--- src/rtl/simple_io_pkg.sv ---
// Shared word width, default FIFO depth and occupancy-counter sizing for the
// SIMPLE CPU I/O responder.
package simple_io_pkg;

  localparam int DATA_W        = 16;
  localparam int DEFAULT_DEPTH = 8;

  // A counter that must hold 0..depth needs one bit more than the pointer.
  function automatic int cnt_width(input int depth);
    return $clog2(depth) + 1;
  endfunction

  localparam int CNT_W = cnt_width(DEFAULT_DEPTH);

endpackage

--- src/rtl/io_fifo.sv ---
// First-word-fall-through FIFO with a separate occupancy counter; head reads as
// zero when empty, and every output is a function of registered state only.
module io_fifo
  import simple_io_pkg::*;
#(
  parameter int DATA_W = simple_io_pkg::DATA_W,
  parameter int DEPTH  = DEFAULT_DEPTH,
  parameter int CNT_W  = cnt_width(DEPTH)
) (
  input  logic              clk,
  input  logic              reset,
  input  logic              push,
  input  logic              pop,
  input  logic [DATA_W-1:0] wr_data,
  output logic [DATA_W-1:0] rd_data,
  output logic              full,
  output logic              empty,
  output logic [CNT_W-1:0]  count
);

  localparam int PTR_W = $clog2(DEPTH);

  logic [DATA_W-1:0] r_mem [DEPTH];
  logic [PTR_W-1:0]  r_wr_ptr;
  logic [PTR_W-1:0]  r_rd_ptr;
  logic [CNT_W-1:0]  r_count;

  logic w_full;
  logic w_empty;
  logic w_do_push;
  logic w_do_pop;

  assign w_empty   = (r_count == '0);
  assign w_full    = (r_count == CNT_W'(DEPTH));
  // Guards use the state at the start of the cycle, so a pop on a full FIFO
  // frees no room for a push issued in the same cycle.
  assign w_do_push = push & ~w_full;
  assign w_do_pop  = pop & ~w_empty;

  always_ff @(posedge clk) begin
    if (w_do_push) begin
      r_mem[r_wr_ptr] <= wr_data;
    end
  end

  always_ff @(posedge clk) begin
    if (reset) begin
      r_wr_ptr <= '0;
      r_rd_ptr <= '0;
      r_count  <= '0;
    end else begin
      if (w_do_push) begin
        r_wr_ptr <= r_wr_ptr + PTR_W'(1);
      end
      if (w_do_pop) begin
        r_rd_ptr <= r_rd_ptr + PTR_W'(1);
      end
      case ({w_do_push, w_do_pop})
        2'b10:   r_count <= r_count + CNT_W'(1);
        2'b01:   r_count <= r_count - CNT_W'(1);
        default: r_count <= r_count;
      endcase
    end
  end

  assign rd_data = w_empty ? '0 : r_mem[r_rd_ptr];
  assign full    = w_full;
  assign empty   = w_empty;
  assign count   = r_count;

endmodule

--- src/rtl/simple_io_responder.sv ---
// Device-side responder for the SIMPLE CPU IN/OUT instructions: a host-fed input
// FIFO read by IN, an OUT-fed output FIFO drained by the host, plus sticky errors.
module simple_io_responder
  import simple_io_pkg::*;
#(
  parameter int DATA_W = simple_io_pkg::DATA_W,
  parameter int DEPTH  = DEFAULT_DEPTH,
  parameter int CNT_W  = cnt_width(DEPTH)
) (
  input  logic              clk,
  input  logic              reset,
  input  logic              io_in_req,
  output logic [DATA_W-1:0] io_in_data,
  output logic              io_in_stall,
  input  logic              io_out_req,
  input  logic [DATA_W-1:0] io_out_data,
  output logic              io_out_stall,
  input  logic              host_wr_valid,
  input  logic [DATA_W-1:0] host_wr_data,
  output logic              host_wr_ready,
  output logic              host_rd_valid,
  output logic [DATA_W-1:0] host_rd_data,
  input  logic              host_rd_ready,
  input  logic              clr_flags,
  output logic [CNT_W-1:0]  in_count,
  output logic [CNT_W-1:0]  out_count,
  output logic              underflow,
  output logic              overflow
);

  logic w_in_full;
  logic w_in_empty;
  logic w_out_full;
  logic w_out_empty;
  logic w_underflow_evt;
  logic w_overflow_evt;

  logic r_underflow;
  logic r_overflow;

  // Host -> CPU direction; the FIFO itself drops pushes when full and pops when empty.
  io_fifo #(
    .DATA_W (DATA_W),
    .DEPTH  (DEPTH),
    .CNT_W  (CNT_W)
  ) in_fifo (
    .clk     (clk),
    .reset   (reset),
    .push    (host_wr_valid),
    .pop     (io_in_req),
    .wr_data (host_wr_data),
    .rd_data (io_in_data),
    .full    (w_in_full),
    .empty   (w_in_empty),
    .count   (in_count)
  );

  // CPU -> host direction.
  io_fifo #(
    .DATA_W (DATA_W),
    .DEPTH  (DEPTH),
    .CNT_W  (CNT_W)
  ) out_fifo (
    .clk     (clk),
    .reset   (reset),
    .push    (io_out_req),
    .pop     (host_rd_ready),
    .wr_data (io_out_data),
    .rd_data (host_rd_data),
    .full    (w_out_full),
    .empty   (w_out_empty),
    .count   (out_count)
  );

  assign w_underflow_evt = io_in_req & w_in_empty;
  assign w_overflow_evt  = io_out_req & w_out_full;

  // A violation in the same cycle as clr_flags keeps the flag set.
  always_ff @(posedge clk) begin
    if (reset) begin
      r_underflow <= 1'b0;
      r_overflow  <= 1'b0;
    end else begin
      r_underflow <= w_underflow_evt | (r_underflow & ~clr_flags);
      r_overflow  <= w_overflow_evt | (r_overflow & ~clr_flags);
    end
  end

  assign io_in_stall   = w_in_empty;
  assign io_out_stall  = w_out_full;
  assign host_wr_ready = ~w_in_full;
  assign host_rd_valid = ~w_out_empty;
  assign underflow     = r_underflow;
  assign overflow      = r_overflow;

endmodule

--- config.mk ---
export PLATFORM = sky130hd
export DESIGN_NAME = simple_io_responder
export DESIGN_NICKNAME = d
export VERILOG_FILES = /design/src/rtl/simple_io_pkg.sv /design/src/rtl/io_fifo.sv /design/src/rtl/simple_io_responder.sv
export SDC_FILE = /design/constraint.sdc
export NUM_CORES = 1
export LEC_CHECK = 0
export BUFFER_PORTS_ARGS = -buffer_cell sky130_fd_sc_hd__buf_2
export CORE_MARGIN = 8
export CORE_UTILIZATION = 50
export DETAILED_ROUTE_END_ITERATION = 6
export GPL_TIMING_DRIVEN = 0
export PLACE_DENSITY = 0.68
export SYNTH_ARGS = -nofsm -noshare
export SYNTH_HDL_FRONTEND = slang
export SYNTH_SLANG_ARGS = --single-unit
--- constraint.sdc ---
create_clock -name clk -period 3 [get_ports clk]
set_input_delay 0.6 -clock clk [delete_from_list [all_inputs] [get_ports clk]]
set_output_delay 0.6 -clock clk [all_outputs]
set_load 0.01 [all_outputs]
==> impl_metrics.json <==
{
  "start_util": 0.508,
  "grt_pass1_wl_um": 34900,
  "vias": 5584,
  "power.leakage_nw": 4.48,
  "placed_area_um2": 12200,
  "timing.fmax_ghz": 0.351,
  "grt_usage": 0.169,
  "synth-edff-count": 256,
  "cp-end-kind": "flop",
  "setup_violations": 0,
  "max_slew.worst_pin.slew_ps": 1000,
  "clk-insertion-delay-late_ps": 530,
  "post-cts-setup-buffers": 0,
  "post-route-util": 0.606,
  "relSlewSlack": 0.330,
  "antenna_found_initial": 1,
  "htree_levels": 1,
  "syn_inst": 564,
  "routed_via_density": 5.61,
  "rsz0062_at_grt": "false",
  "max-clock-path-buffers": 3,
  "drt-total-wl_um": 22200,
  "drcViolationCount": 0,
  "die_area_um2": 27200,
  "slowest_stage": "nor4_4",
  "fin_crit_sh": 0.950,
  "cts_root_buffer": "clkbuf_16",
  "maxSlewViolCount": 0,
  "cts.reportedPaths.clkPinSlew_ps": 60,
  "crit_chain": "buf_6 -> nor4_4 -> inv_2 -> and2_4 -> buf_6 -> ha_1 -> xor2_1 -> ha_1 -> a21oi_1 -> xor2_1 -> or3_1 -> a21oi_1",
  "start_kind": "flop",
  "place_ws_ps": 176,
  "path_class": "flop to flop",
  "hold_class": "input port to flop",
  "synth_ff_type": "edfxtp_1",
  "clkSinkCount": 284,
  "place.gp.congestion": 0.736,
  "ir_worst_vdd_mv": 0.712,
  "power_density_nw_per_um2": 846,
  "ant_nets": 0,
  "final.fill_count": 1558,
  "postLayoutCellArea_um2": 13200,
  "ys_seq_area_frac": 0.743,
  "layout.cells.non_filler": 996,
  "rows": 54,
  "cts_hold_buf": 0,
  "setup_slack_ps": 151,
  "die_w_um": 165,
  "fin_nets": 742,
  "drt_iter0_markers": 426,
  "netlist_area_um2": 11100,
  "syn-num-nets": 613,
  "most-common-layout-cells": "edfxtp_1, buf_2, mux4_2",
  "grt_pass1_vias": 6179,
  "wire_per_inst_um": 22.3,
  "worstPathRequired_ps": 3460,
  "cts_buffers": 28,
  "status": "finished, final reports clean",
  "final_common_cell": "edfxtp_1",
  "synth.distinct_cells": 39,
  "final_hold_viol_count": 0,
  "async_flop_share": 0,
  "critical_path.max_stage_delay_ps": 590,
  "cts_tree": "yes",
  "min_period_ps": 2850,
  "pin_count": 85,
  "synth.avg_cell_area_um2": 19.7,
  "power_w": 0.0112,
  "core-area_um2": 21800,
  "portBuffers": 83,
  "crit_fanout": 8,
  "final_layout_size_suffix_gt1_frac": 0.359,
  "ys_warn_count": 0,
  "cp.arrival_ps": 3310,
  "detail_route.first_pass.iterations": 4,
  "die_y_um": 165,
  "finalClockSkew_ps": 13.4,
  "drv_cap": 0,
  "ys_ff_latch": 284,
  "place_hpwl_um": 15100,
  "dp.cells": 945,
  "area_delta_synth_final_pct": 19.2,
  "grt_max_degree": 15,
  "grt.overflow.total": 0
}
## repair_timing
| action | 4_1_cts | 5_1_grt |
|---|---|---|
| cloned | 0 | 0 |
| setup endpoints to repair | 26 | 21 |
| resized for setup | 9 | 5 |
## layer usage
| metal | wire, um | global-route usage | up-vias |
|---|---|---|---|
| met5 | 8 | 0 | - |
| met4 | 404 | 0.0446 | 2 |
| met2 | 11800 | 0.306 | 154 |
| li1 | - | - | 2518 |
| met3 | 1220 | 0.0324 | 38 |
| met1 | 8790 | 0.204 | 2872 |
## sequential cells by signal, indices dropped and copies added (netlist names), 3 cells and up, named ones only
signal             cells
out_fifo.count         4
in_fifo.r_rd_ptr       3
in_fifo.r_mem        128
out_fifo.r_mem       128
in_fifo.count          4
out_fifo.r_rd_ptr      3
out_fifo.r_wr_ptr      3
in_fifo.r_wr_ptr       3
## area by class of cell
type | instances | area, um^2 | area share
Sequential cell | 284 | 8250 | 0.624
Multi-Input combinational cell | 249 | 2750 | 0.208
Antenna cell | 1 | 2.50 | 0.000189
Buffer | 27 | 174 | 0.0132
Clock buffer | 36 | 792 | 0.0599
Clock inverter | 16 | 206 | 0.0156
Tap cell | 280 | 350 | 0.0265
Timing Repair Buffer | 101 | 693 | 0.0524
Inverter | 2 | 7.51 | 0.000568
## where the power goes
part | internal [W] | switching, W
sequential | 0.00456 | 0.000165
clock | 0.00229 | 0.00141
combinational | 0.00129 | 0.00147
total | 0.00814 | 0.00305
## critical path, delay by kind of cell, from the launching register on
| kind | cells | cell delay, ps |
|---|---|---|
| AND/OR/NAND/NOR | 3 | 1080 |
| adder cells (fa/ha/maj) | 2 | 440 |
| buffers and inverters | 3 | 350 |
| AO/OA/AOI/OAI | 2 | 310 |
| flip-flops | 1 | 310 |
| XOR/XNOR | 2 | 280 |
## cell families after synthesis
kind of cell,after synthesis,share of synthesized area
adder cells (fa/ha/maj),10,0.0113
XOR/XNOR,13,0.0109
buffers and inverters,31,0.0145
AND/OR/NAND/NOR,107,0.0471
flip-flops,284,0.743
multiplexers,102,0.164
AO/OA/AOI/OAI,17,0.00846
## path summary, 6_finish.rpt
kind / to / start / cells after the start / slack [ps]
worst max-delay path: out_fifo.count[2]$_SDFFE_PP0P_ / out_fifo.count[1]$_SDFFE_PP0P_ / 12 / 150
worst min-delay path: in_fifo.r_mem[7][0]$_DFFE_PP_ / host_wr_data[0] / 1 / 330
worst max register to register: out_fifo.count[2]$_SDFFE_PP0P_ / out_fifo.count[1]$_SDFFE_PP0P_ / 12 / 150
worst min register to register: out_fifo.r_wr_ptr[0]$_SDFFE_PP0P_ / out_fifo.r_wr_ptr[0]$_SDFFE_PP0P_ / 2 / 500
## cells in the mapped netlist (4+ instances only)
| master | n | area, um^2 |
|---|---|---|
| edfxtp_1 | 256 | 7690 |
| mux4_2 | 64 | 1440 |
| nor2_1 | 61 | 229 |
| mux2i_1 | 36 | 360 |
| dfxtp_1 | 28 | 561 |
| xor2_1 | 11 | 96.3 |
| ha_1 | 10 | 125 |
| a21oi_1 | 9 | 45.0 |
| buf_1 | 9 | 33.8 |
| nand2_1 | 8 | 30.0 |
| nand3_1 | 7 | 35.0 |
| buf_2 | 6 | 30.0 |
| buf_4 | 6 | 45.0 |
| clkbuf_1 | 6 | 22.5 |
| nor2b_1 | 6 | 37.5 |
| nor3_1 | 6 | 30.0 |
| nand2b_1 | 5 | 31.3 |
| o21ai_0 | 4 | 20.0 |
## metrics by stage
step | setup TNS, ps | hold slack (ps)
3_5_place_dp | 0 | 501
4_1_cts | 0 | 318
6_report | 0 | 328
3_3_place_gp | -74000 | 472
2_1_floorplan | 0 | 462
5_1_grt | 0 | 327
Power figures use the tool's default switching activity.
